File: src/rtl/alu_op_sequencer_if.sv
// Command/response, register-load and ALU drive bundle for alu_op_sequencer.
// slave = the sequencer, master = command source plus the combinational ALU.
interface alu_op_sequencer_if;
    logic              cmd_valid;
    logic              cmd_ready;
    logic [1:0]        cmd_op;
    logic [1:0]        cmd_rd;
    logic [1:0]        cmd_ra;
    logic [1:0]        cmd_rb;
    logic              cmd_imm_en;
    logic signed [3:0] cmd_imm;

    logic              ld_en;
    logic [1:0]        ld_idx;
    logic signed [3:0] ld_data;

    logic signed [3:0] alu_a;
    logic signed [3:0] alu_b;
    logic [1:0]        alu_select;
    logic signed [3:0] alu_out;
    logic              alu_carry;
    logic              alu_sign;
    logic              alu_overflow;
    logic              alu_parity;
    logic              alu_zero;

    logic              rsp_valid;
    logic              rsp_ready;
    logic signed [3:0] rsp_data;
    logic [4:0]        rsp_flags;

    logic              sticky_ovf;
    logic              sticky_div0;
    logic              clr_sticky;

    modport slave (
        input  cmd_valid, cmd_op, cmd_rd, cmd_ra, cmd_rb, cmd_imm_en, cmd_imm,
        input  ld_en, ld_idx, ld_data,
        input  alu_out, alu_carry, alu_sign, alu_overflow, alu_parity, alu_zero,
        input  rsp_ready, clr_sticky,
        output cmd_ready, alu_a, alu_b, alu_select,
        output rsp_valid, rsp_data, rsp_flags, sticky_ovf, sticky_div0
    );

    modport master (
        output cmd_valid, cmd_op, cmd_rd, cmd_ra, cmd_rb, cmd_imm_en, cmd_imm,
        output ld_en, ld_idx, ld_data,
        output alu_out, alu_carry, alu_sign, alu_overflow, alu_parity, alu_zero,
        output rsp_ready, clr_sticky,
        input  cmd_ready, alu_a, alu_b, alu_select,
        input  rsp_valid, rsp_data, rsp_flags, sticky_ovf, sticky_div0
    );
endinterface

File: src/rtl/alu_op_sequencer.sv
// Command-driven initiator for the 4-bit signed ALU: operand fetch, settle, capture, writeback.
// Optional sticky overflow/div-by-zero status is built only when ALU_SEQ_STICKY_EN is defined.
module alu_op_sequencer #(
    parameter int ISSUE_WAIT = 1
) (
    input logic               clk,
    input logic               rst_n,
    alu_op_sequencer_if.slave bus
);
    typedef enum logic [1:0] {IDLE, ISSUE, RESP} state_t;

    state_t            state, state_nxt;
    logic [1:0]        cnt;
    logic [1:0]        rd_q;
    logic signed [3:0] a_q, b_q, data_q;
    logic [1:0]        sel_q;
    logic [4:0]        flags_q;
    logic signed [3:0] regs [4];
    logic              accept, capture, div0;

    assign accept  = bus.cmd_valid && (state == IDLE);
    assign capture = (state == ISSUE) && (cnt == 2'd0);
    // b_q is the operand actually presented to the ALU, so it decides div-by-zero
    assign div0    = (sel_q == 2'd3) && (b_q == 4'sd0);

    assign bus.cmd_ready  = (state == IDLE);
    assign bus.rsp_valid  = (state == RESP);
    assign bus.rsp_data   = data_q;
    assign bus.rsp_flags  = flags_q;
    assign bus.alu_a      = a_q;
    assign bus.alu_b      = b_q;
    assign bus.alu_select = sel_q;

    always_ff @(posedge clk or negedge rst_n) begin
        if (!rst_n) state <= IDLE;
        else        state <= state_nxt;
    end

    always_comb begin
        state_nxt = state;
        case (state)
            IDLE:    if (bus.cmd_valid)   state_nxt = ISSUE;
            ISSUE:   if (cnt == 2'd0)     state_nxt = RESP;
            RESP:    if (bus.rsp_ready)   state_nxt = IDLE;
            default:                      state_nxt = IDLE;
        endcase
    end

    always_ff @(posedge clk or negedge rst_n) begin
        if (!rst_n) begin
            cnt     <= 2'd0;
            rd_q    <= 2'd0;
            a_q     <= 4'sd0;
            b_q     <= 4'sd0;
            sel_q   <= 2'd0;
            data_q  <= 4'sd0;
            flags_q <= 5'd0;
            for (int i = 0; i < 4; i++) regs[i] <= 4'sd0;
        end else begin
            // operands are sampled before any same-edge load or later writeback lands
            if (accept) begin
                a_q   <= regs[bus.cmd_ra];
                b_q   <= bus.cmd_imm_en ? bus.cmd_imm : regs[bus.cmd_rb];
                sel_q <= bus.cmd_op;
                rd_q  <= bus.cmd_rd;
                cnt   <= 2'(ISSUE_WAIT - 1);
            end else if (state == ISSUE && cnt != 2'd0) begin
                cnt <= cnt - 2'd1;
            end
            if (state == IDLE && bus.ld_en) regs[bus.ld_idx] <= bus.ld_data;
            if (capture) begin
                data_q  <= bus.alu_out;
                flags_q <= {bus.alu_carry, bus.alu_sign, bus.alu_overflow,
                            bus.alu_parity, bus.alu_zero};
                if (!div0) regs[rd_q] <= bus.alu_out;
            end
        end
    end

`ifdef ALU_SEQ_STICKY_EN
    logic sticky_ovf_q, sticky_div0_q;

    // a set on a capture edge takes priority over a simultaneous clear
    always_ff @(posedge clk or negedge rst_n) begin
        if (!rst_n) begin
            sticky_ovf_q  <= 1'b0;
            sticky_div0_q <= 1'b0;
        end else begin
            if (capture && bus.alu_overflow && sel_q != 2'd3) sticky_ovf_q <= 1'b1;
            else if (bus.clr_sticky)                          sticky_ovf_q <= 1'b0;
            if (capture && div0)                              sticky_div0_q <= 1'b1;
            else if (bus.clr_sticky)                          sticky_div0_q <= 1'b0;
        end
    end

    assign bus.sticky_ovf  = sticky_ovf_q;
    assign bus.sticky_div0 = sticky_div0_q;
`else
    logic unused_clr;
    assign unused_clr      = bus.clr_sticky;
    assign bus.sticky_ovf  = 1'b0;
    assign bus.sticky_div0 = 1'b0;
`endif
endmodule

File: src/flat_wrapper.sv
// flat-port wrapper written by rule: the top's interface ports become plain ports
module alu_op_sequencer_flat 
#(
    parameter int ISSUE_WAIT = 1
)
  (clk, rst_n, bus_cmd_valid, bus_cmd_op, bus_cmd_rd, bus_cmd_ra, bus_cmd_rb, bus_cmd_imm_en, bus_cmd_imm, bus_ld_en, bus_ld_idx, bus_ld_data, bus_alu_out, bus_alu_carry, bus_alu_sign, bus_alu_overflow, bus_alu_parity, bus_alu_zero, bus_rsp_ready, bus_clr_sticky, bus_cmd_ready, bus_alu_a, bus_alu_b, bus_alu_select, bus_rsp_valid, bus_rsp_data, bus_rsp_flags, bus_sticky_ovf, bus_sticky_div0);
  alu_op_sequencer_if bus_i ();
  input logic clk;
  input logic rst_n;
  input wire logic [$bits(bus_i.cmd_valid)-1:0] bus_cmd_valid;
  input wire logic [$bits(bus_i.cmd_op)-1:0] bus_cmd_op;
  input wire logic [$bits(bus_i.cmd_rd)-1:0] bus_cmd_rd;
  input wire logic [$bits(bus_i.cmd_ra)-1:0] bus_cmd_ra;
  input wire logic [$bits(bus_i.cmd_rb)-1:0] bus_cmd_rb;
  input wire logic [$bits(bus_i.cmd_imm_en)-1:0] bus_cmd_imm_en;
  input wire logic [$bits(bus_i.cmd_imm)-1:0] bus_cmd_imm;
  input wire logic [$bits(bus_i.ld_en)-1:0] bus_ld_en;
  input wire logic [$bits(bus_i.ld_idx)-1:0] bus_ld_idx;
  input wire logic [$bits(bus_i.ld_data)-1:0] bus_ld_data;
  input wire logic [$bits(bus_i.alu_out)-1:0] bus_alu_out;
  input wire logic [$bits(bus_i.alu_carry)-1:0] bus_alu_carry;
  input wire logic [$bits(bus_i.alu_sign)-1:0] bus_alu_sign;
  input wire logic [$bits(bus_i.alu_overflow)-1:0] bus_alu_overflow;
  input wire logic [$bits(bus_i.alu_parity)-1:0] bus_alu_parity;
  input wire logic [$bits(bus_i.alu_zero)-1:0] bus_alu_zero;
  input wire logic [$bits(bus_i.rsp_ready)-1:0] bus_rsp_ready;
  input wire logic [$bits(bus_i.clr_sticky)-1:0] bus_clr_sticky;
  output wire logic [$bits(bus_i.cmd_ready)-1:0] bus_cmd_ready;
  output wire logic [$bits(bus_i.alu_a)-1:0] bus_alu_a;
  output wire logic [$bits(bus_i.alu_b)-1:0] bus_alu_b;
  output wire logic [$bits(bus_i.alu_select)-1:0] bus_alu_select;
  output wire logic [$bits(bus_i.rsp_valid)-1:0] bus_rsp_valid;
  output wire logic [$bits(bus_i.rsp_data)-1:0] bus_rsp_data;
  output wire logic [$bits(bus_i.rsp_flags)-1:0] bus_rsp_flags;
  output wire logic [$bits(bus_i.sticky_ovf)-1:0] bus_sticky_ovf;
  output wire logic [$bits(bus_i.sticky_div0)-1:0] bus_sticky_div0;
  assign bus_i.cmd_valid = bus_cmd_valid;
  assign bus_i.cmd_op = bus_cmd_op;
  assign bus_i.cmd_rd = bus_cmd_rd;
  assign bus_i.cmd_ra = bus_cmd_ra;
  assign bus_i.cmd_rb = bus_cmd_rb;
  assign bus_i.cmd_imm_en = bus_cmd_imm_en;
  assign bus_i.cmd_imm = bus_cmd_imm;
  assign bus_i.ld_en = bus_ld_en;
  assign bus_i.ld_idx = bus_ld_idx;
  assign bus_i.ld_data = bus_ld_data;
  assign bus_i.alu_out = bus_alu_out;
  assign bus_i.alu_carry = bus_alu_carry;
  assign bus_i.alu_sign = bus_alu_sign;
  assign bus_i.alu_overflow = bus_alu_overflow;
  assign bus_i.alu_parity = bus_alu_parity;
  assign bus_i.alu_zero = bus_alu_zero;
  assign bus_i.rsp_ready = bus_rsp_ready;
  assign bus_i.clr_sticky = bus_clr_sticky;
  assign bus_cmd_ready = bus_i.cmd_ready;
  assign bus_alu_a = bus_i.alu_a;
  assign bus_alu_b = bus_i.alu_b;
  assign bus_alu_select = bus_i.alu_select;
  assign bus_rsp_valid = bus_i.rsp_valid;
  assign bus_rsp_data = bus_i.rsp_data;
  assign bus_rsp_flags = bus_i.rsp_flags;
  assign bus_sticky_ovf = bus_i.sticky_ovf;
  assign bus_sticky_div0 = bus_i.sticky_div0;
  alu_op_sequencer #(.ISSUE_WAIT(ISSUE_WAIT)) u_core (.clk(clk), .rst_n(rst_n), .bus(bus_i));
endmodule
File: config.mk
export PLATFORM = sky130hd
export DESIGN_NAME = alu_op_sequencer_flat
export DESIGN_NICKNAME = d
export VERILOG_FILES = /design/src/rtl/alu_op_sequencer_if.sv /design/src/rtl/alu_op_sequencer.sv /design/src/flat_wrapper.sv
export SDC_FILE = /design/constraint.sdc
export NUM_CORES = 1
export LEC_CHECK = 0
export ABC_CLOCK_PERIOD_IN_PS = 1800
export BUFFER_PORTS_ARGS = -buffer_cell sky130_fd_sc_hd__buf_2
export CAP_MARGIN = 40
export CORE_MARGIN = 4
export CORE_UTILIZATION = 47
export CTS_CLUSTER_SIZE = 28
export DETAILED_ROUTE_END_ITERATION = 12
export PLACE_DENSITY = 0.75
export SYNTH_ARGS = -nofsm -noshare
export SYNTH_HDL_FRONTEND = slang
export SYNTH_SLANG_ARGS = --single-unit
File: constraint.sdc
create_clock -name clk -period 1.8 [get_ports clk]
set_clock_uncertainty 0.2 [all_clocks]
set_input_delay 0.09 -clock clk [delete_from_list [all_inputs] [get_ports clk]]
set_output_delay 0.09 -clock clk [all_outputs]
set_load 0.005 [all_outputs]
==> out/metrics.yaml, run 1 <==
sta:
  setup_viol_count_final: 6
  maxSlewHeadroom_pct: 66.1
  totalNegativeSetupSlack_ps: -144
  drv_slew: 0
  min_period_ps: 1880
  timing.fmax_mhz: 533
  postLayoutSetupSlackWorst_ps: -77.0
  final_hold_violating_endpoints: 0
  timing_worst_slew_pin_value_ps: 509
  rsz0062_at_grt: "yes"
  layout_worst_path_cycle_share_pct: 104
synthesis:
  area_of_the_mapped_netlist_sq_um: 2220
  area_fraction_in_and_or_nand_and_nor_cells_after_synthesis_pct: 10.4
  synthTopCellsByCount: "sky130_fd_sc_hd__dfrtp_1, sky130_fd_sc_hd__a2111oi_0, sky130_fd_sc_hd__a31oi_1, sky130_fd_sc_hd__nand3_1, sky130_fd_sc_hd__mux2_2"
  synth_cells: 192
  synth_most_common_cell: "sky130_fd_sc_hd__dfrtp_1"
  synthesis.area_per_instance_sq_um: 11.5
  post-synth-top-area-fraction_pct: 46.3
  yosysUniqueCellTypes: 38
  synth_top_area_cell: "sky130_fd_sc_hd__dfrtp_1"
  synth.ff_latch_count: 41
  synth_sequential_area_ratio_pct: 46.3
  yosys-mux-area-fraction_pct: 18.6
  synth_top_family_by_area: "compound AO/OA/AOI/OAI gates"
  synthXorXnorAreaFrac_pct: 0
  synth-compound-area-share_pct: 19.2
  synth-edff-count: 0
  post_synth_fa_ha_maj_area_fraction_pct: 0.565
  count_of_yosys_warnings_during_synthesis: 0
  share_of_flip_flops_with_an_asynchronous_set_or_reset_pct: 100
  synth_top_flop_cell: "sky130_fd_sc_hd__dfrtp_1"
  synthTopCellsByArea: "sky130_fd_sc_hd__dfrtp_1, sky130_fd_sc_hd__mux4_2, sky130_fd_sc_hd__mux2_2, sky130_fd_sc_hd__a2111oi_0, sky130_fd_sc_hd__a31oi_1"
worst_hold_path:
  hold_path_end: "u_core.bus.alu_b[2]$_DFFE_PN0P_"
  hp-class: "in -> reg"
  whs_path_depth: 3
  worstHoldStart: "bus_cmd_imm_en"
placement:
  hpwl_mm: 4.04
  port-buffer-count: 53
  numPlacedInstances: 303
  post-place-ws_ps: -85.4
  place_congestion: 0.875
  postPlaceCellArea_sq_um: 2670
cells_and_area:
  fin_area_sq_um: 3110
  antenna_cells: 0
  final_nets: 319
  finalNonFillerCells: 337
  post_route_cells_drive_above_1_share_pct: 42.1
  finish.utilization_pct: 70.1
  area_growth_syn_to_layout_pct: 40.5
clock_tree:
  cts_root_buffer: "sky130_fd_sc_hd__clkbuf_8"
  cts.path.max_buffers: 2
  postCtsSetupRepairBufs: 0
  clock_sinks: 41
  clk-insertion-delay-late_ps: 290
  tritoncts.num_buffers: 5
  cts-htree-levels: 2
  clock_tree_from_tritoncts: "done"
  clkSlewWorstSetupHoldPaths_ps: 80
global_routing:
  grt_pass1_vias: 1989
  global_route.overflow_total: 0
  grt_start_max_net_pins: 23
  grt_usage_pct: 20.1
  grt_antenna_before_repair: 0
  grt_pass1_wl_mm: 9.56
routing:
  route.detailed.vias_per_inst: 5.97
  initialDrtViolationCount: 165
  wire_per_inst_um: 17.3
  antenna_violation_net_count_after_detailed_routing: 0
  totalWireLength_mm: 5.83
  vias: 2013
  first_pass_iters: 4
  detail_route.drc_violations: 0
floorplan:
  placement_rows: 24
  floorplan.io_pins: 57
  initial_utilization_pct: 49.9
  dieArea_sq_um: 5880
  chipWidth_um: 76.7
  die_boundary_height_um: 76.7
  core_area_sq_um: 4440
worst_setup_path:
  cp_max_fanout: 21
  start_kind: "flop"
  crit-reg2reg-capture: "u_core.regs[15]$_DFF_PN0_"
  timing.reg2reg.setup_slack_ps: -80
  crit_required_ps: 1780
  setup.worst_path.end_class: "flop"
  register_to_register_path_depth: 7
  timing_worst_setup_path_type: "reg -> reg"
  timing.rr.start: "u_core.cnt[0]$_DFFE_PN0P_"
  critPathArrivalTime_ps: 1850
pwr:
  power_density_nw_per_um2: 1380
  maximum_vdd_ir_drop_mv: 0.937
  p_leak_nw: 1.29
outcome:
  violations: "negative setup slack"
  outcome: "finished, violations left"
run:
  cap_viol_max_count: 0
power by group:
group          switching [mW]  total [mW]  internal [mW]
Clock                   0.309       0.578          0.269
Combinational           0.963        2.03           1.06
Sequential              0.323        1.70           1.38
state kept, by name, indices dropped and copies added (netlist names):
register               flops
u_core.bus.alu_a           4
u_core.bus.alu_b           4
u_core.bus.alu_select      2
u_core.bus.rsp_data        4
u_core.bus.rsp_flags       5
u_core.cnt                 2
u_core.rd_q                2
u_core.regs               16
u_core.state               2
placed cells by master (no fill, tap or decap), drive strengths merged, types with 2 or more instances in the layout:
cell type	synthesis	final
a31oi	16	16
conb	1	2
nand2b	2	2
a21oi	5	5
nor2	5	5
mux4	8	8
inv	4	4
a2111oi	16	16
a22o	2	2
nand2	2	2
mux2	17	17
o21ai	17	17
mux2i	4	4
clkinv	0	2
dlygate4sd3	0	26
nand3	16	16
dfrtp	41	41
buf	11	75
clkbuf	6	6
a211o	4	4
worst max-delay path, cell delays in order (launching register included):
cell                        delay [ps]
sky130_fd_sc_hd__dfrtp_1           380
sky130_fd_sc_hd__inv_1              60
sky130_fd_sc_hd__ha_2              170
sky130_fd_sc_hd__nand3b_1          130
sky130_fd_sc_hd__buf_12            200
sky130_fd_sc_hd__a2111oi_1         400
sky130_fd_sc_hd__buf_4             190
sky130_fd_sc_hd__a31oi_1            30
through the flow:
step | hold slack, ps | power [mW]
after floorplan | -406 | 2.81
final | 15.8 | 4.30
after CTS | 14.8 | 4.19
after detailed placement | -127 | 3.53
after global placement | -120 | 3.45
after global routing | 19.8 | 4.64
cell families (layout without fill, tap and decap cells):
logic type | count (synthesis) | after routing
buf+inv | 21 | 113
mux | 29 | 29
fa+ha+maj | 1 | 1
compound gates | 63 | 63
simple gates | 36 | 36
other cells | 1 | 2
flops | 41 | 41
worst max-delay path by stage:
stage	endpoint	slack, ps	start
6_report	u_core.regs[15]$_DFF_PN0_	-80	u_core.cnt[0]$_DFFE_PN0P_
5_1_grt	u_core.regs[10]$_DFF_PN0_	-170	u_core.cnt[0]$_DFFE_PN0P_
4_1_cts	u_core.regs[0]$_DFF_PN0_	-50	u_core.cnt[0]$_DFFE_PN0P_
3_5_place_dp	u_core.regs[13]$_DFF_PN0_	-90	u_core.cnt[0]$_DFFE_PN0P_
3_3_place_gp	u_core.regs[5]$_DFF_PN0_	-30	u_core.cnt[0]$_DFFE_PN0P_
2_1_floorplan	u_core.bus.alu_select[0]$_DFFE_PN0P_	80	u_core.state[0]$_DFFE_PN0P_
per-layer routing:
metal	part of all wire, %	track usage, %	vias up	wire length [um]
met2	51	33.1	91	2960
met3	6.7	5.27	8	388
met4	1.2	5.80	0	72
met1	41	26.0	973	2400
met5	0	0	-	0
li1	-	-	941	-
cell type report:
| class | instances | area, sq um |
|---|---|---|
| multi-input combinational | 131 | 1200 |
| sequential | 41 | 1030 |
| tap | 52 | 65.1 |
| timing repair buffer | 101 | 728 |
| inverter | 4 | 15.0 |
| clock buffer | 6 | 72.6 |
| clock inverter | 2 | 10.0 |
| fill | 318 | 1330 |
repair_timing:
| item | in CTS | in global routing |
|---|---|---|
| hold endpoints to repair | 77 | 0 |
| gates resized for setup | 11 | 16 |
| setup endpoints to repair | 13 | 25 |
| hold buffers | 26 | 0 |
| pin swaps | 0 | 0 |
Power figures use the tool's default switching activity.
==> inputs of run 2 (changes only) <==
Settings changed: ABC_CLOCK_PERIOD_IN_PS 1800 to 2000, CORE_UTILIZATION 47 to 50, PLACE_DENSITY 0.75 to 0.76.
Clock period 1.8 ns to 2 ns, I/O delays scaled along.
==> out/metrics.yaml, run 2 (synthesized netlist as in run 1, its figures left out) <==
floorplan:
  floorplan.io_pins: 57  # unchanged
  chipWidth_um: 74.6  # was 76.7 um
  die_boundary_height_um: 74.6  # was 76.7 um
  dieArea_sq_um: 5560  # was 5880 sq um
  placement_rows: 23  # was 24
  core_area_sq_um: 4140  # was 4440 sq um
  initial_utilization_pct: 53.5  # was 49.9%
clock_tree:
  postCtsSetupRepairBufs: 0  # unchanged
  cts-htree-levels: 2  # unchanged
  cts.path.max_buffers: 2  # unchanged
  clock_sinks: 41  # unchanged
  clock_tree_from_tritoncts: "done"  # unchanged
  tritoncts.num_buffers: 5  # unchanged
  cts_root_buffer: "sky130_fd_sc_hd__clkbuf_8"  # unchanged
  clk-insertion-delay-late_ps: 290  # about the same
  clkSlewWorstSetupHoldPaths_ps: 80  # about the same
pwr:
  p_sw_share_pct: 34.7  # was 37.1%
  power.clock.fraction_pct: 18.1  # was 13.4%
  seq_power_share_pct: 39.9  # was 39.5%
  p_leak_nw: 1.21  # was 1.29 nW
  net-switching-power_mw: 1.33  # was 1.60 mW
  p_comb_share_pct: 42.0  # was 47.1%
  power_density_nw_per_um2: 1320  # was 1380 nW/um^2
  maximum_vdd_ir_drop_mv: 0.897  # was 0.937 mV
  cellInternalPower_mw: 2.51  # was 2.71 mW
routing:
  wire_per_inst_um: 17.3  # about the same
  route.detailed.vias_per_inst: 5.90  # was 5.97
  vias: 1888  # was 2,013
  met1_length_mm: 2.26  # was 2.40 mm
  totalWireLength_mm: 5.52  # was 5.83 mm
  initialDrtViolationCount: 97  # was 165
  detail_route.drc_violations: 0  # unchanged
  wl_met3_um: 568  # was 388 um
  first_pass_iters: 4  # unchanged
  dr_wl_met2_mm: 2.60  # was 2.96 mm
  route.top_layer_used: "met4"  # unchanged
  antenna_violation_net_count_after_detailed_routing: 0  # unchanged
worst_setup_path:
  crit_chain: "inv_1 > ha_1 > nand3b_1 > buf_12 > a2111oi_0 > a31oi_1"  # was inv_1 > ha_2 > nand3b_1 > buf_12 > a2111oi_1 > buf_4 > a31oi_1
  setup.worst_path.end_class: "flop"  # unchanged
  timing_worst_setup_path_type: "reg -> reg"  # unchanged
  stage_delay_of_the_slowest_cell_on_the_critical_path_ps: 470  # was 400 ps
  register_to_register_path_depth: 6  # was 7
  cp_max_fanout: 30  # was 21
  crit_required_ps: 1960  # was 1780 ps
  timing.critical_path.slowest_stage_cell: "sky130_fd_sc_hd__a2111oi_0"  # was sky130_fd_sc_hd__a2111oi_1
  timing.critical_path.max_delay_family: "compound AO/OA/AOI/OAI gates"  # was buffers and inverters
  critPathArrivalTime_ps: 1820  # was 1850 ps
  critical_path_buf_inv_count: 2  # was 3
  start_kind: "flop"  # unchanged
  cp_num_cells: 6  # was 7
sta:
  drv_slew: 0  # unchanged
  setup_viol_count_final: 0  # was 6
  rsz0062_at_grt: "no"  # was yes
  maxSlewHeadroom_pct: 57.1  # was 66.1%
  timing.hold.ws_ps: -4.06  # was 15.8 ps
  timing_worst_slew_pin_value_ps: 643  # was 509 ps
  final_hold_violating_endpoints: 1  # was 0
  layout_worst_path_cycle_share_pct: 93.0  # was 104%
  totalNegativeSetupSlack_ps: 0  # was -144 ps
  timing.fmax_mhz: 537  # was 533 MHz
  min_period_ps: 1860  # was 1880 ps
cells_and_area:
  area_growth_syn_to_layout_pct: 31.4  # was 40.5%
  mostFrequentLayoutCell: "sky130_fd_sc_hd__buf_2"  # unchanged
  antenna_cells: 0  # unchanged
  final_nets: 304  # was 319
  post_route_cells_drive_above_1_share_pct: 35.9  # was 42.1%
  layout_common_cells: "sky130_fd_sc_hd__buf_2, sky130_fd_sc_hd__dfrtp_1, sky130_fd_sc_hd__dlygate4sd3_1, sky130_fd_sc_hd__nand3_1, sky130_fd_sc_hd__a31oi_1"  # was sky130_fd_sc_hd__buf_2, sky130_fd_sc_hd__dfrtp_1, sky130_fd_sc_hd__dlygate4sd3_1, sky130_fd_sc_hd__buf_4
  largest_register: "u_core.regs"  # unchanged
  finish.utilization_pct: 70.3  # was 70.1%
  largest_register_ffs: 16  # unchanged
placement:
  port-buffer-count: 53  # unchanged
  hpwl_mm: 3.70  # was 4.04 mm
  place_congestion: 0.886  # was 0.875
global_routing:
  grt_pass1_vias: 1916  # was 1,989
  global_route.overflow_total: 0  # unchanged
  grt_usage_pct: 21.3  # was 20.1%
  grt_antenna_before_repair: 0  # unchanged
  grt_start_max_net_pins: 42  # was 23
  grt_pass1_wl_mm: 8.94  # was 9.56 mm
run:
  cap_viol_max_count: 0  # unchanged
worst_hold_path:
  hp-class: "in -> reg"  # unchanged
  whs_path_depth: 3  # unchanged
outcome:
  outcome: "finished, violations left"  # unchanged
  violations: "negative hold slack"  # was negative setup slack
==> run 2: cell count changes in the layout (fill, tap and decap cells not counted), moves of 2 or more <==
cell	before	now
sky130_fd_sc_hd__dlygate4sd3_1	26	24
sky130_fd_sc_hd__a2111oi_4	3	0
sky130_fd_sc_hd__clkinv_2	2	0
sky130_fd_sc_hd__a2111oi_2	6	1
sky130_fd_sc_hd__buf_4	19	8
sky130_fd_sc_hd__a2111oi_0	3	11
sky130_fd_sc_hd__buf_12	3	1
==> run 2: through the flow <==
stage                     setup slack [ps]  area (sq um)  hold WS (ps)  cells  total power, mW
final                                  139          2910         -4.06    320             3.84
after global placement                 192          2540         -4.42    288             3.05
after floorplan                        285          2220          -396    193             2.53
after CTS                             67.0          2900          2.96    320             3.83
after detailed placement               101          2540        -0.715    288             3.10
after global routing                  13.5          2910          29.9    320             4.12
==> run 2: path summary, 6_finish.rpt <==
kind                                                     start                                  end  slack (ps)
max                                  u_core.cnt[0]$_DFFE_PN0P_            u_core.regs[14]$_DFF_PN0_         140
min                                             bus_cmd_imm_en      u_core.bus.alu_b[1]$_DFFE_PN0P_          -4
max reg2reg                          u_core.cnt[0]$_DFFE_PN0P_            u_core.regs[14]$_DFF_PN0_         140
min reg2reg                u_core.bus.rsp_flags[4]$_DFFE_PN0P_  u_core.bus.rsp_flags[4]$_DFFE_PN0P_         300
max in group asynchronous                                rst_n           u_core.rd_q[0]$_DFFE_PN0P_        1030
min in group asynchronous                                rst_n             u_core.regs[0]$_DFF_PN0_         210
==> run 2: power groups by stage <==
stage / Combinational (mW) / Clock [mW] / Sequential [mW]
final: 1.61 / 0.695 / 1.53
after floorplan: 1.06 / 0 / 1.47
after detailed placement: 1.55 / 0 / 1.54
after global routing: 1.80 / 0.732 / 1.58
after global placement: 1.53 / 0 / 1.52
after CTS: 1.60 / 0.702 / 1.53
==> run 2: cell type report <==
cell class	instances	area [sq um]
fill	297	1230
multi-input combinational	131	1110
sequential	41	1030
timing repair buffer	86	586
clock buffer	7	86.3
tap	50	62.6
clock inverter	1	30.0
inverter	4	15.0
==> run 2: worst min-delay path, cell delays in order <==
cell	delay, ps
sky130_fd_sc_hd__buf_2	140
sky130_fd_sc_hd__mux2i_1	140
sky130_fd_sc_hd__a21oi_1	80
==> run 2: per-layer routing <==
layer  vias to the layer above  GRT usage, %
li1                        906             -
met1                       877          28.0
met2                        97          35.0
met3                         8          5.27
met4                         0          6.72
met5                         -             0
==> run 2: repair_timing <==
item                                    CTS  global route
resized for setup                         0             6
hold buffers                             24             0
hold endpoints to repair                 76             0
endpoints found under the setup margin    0             5
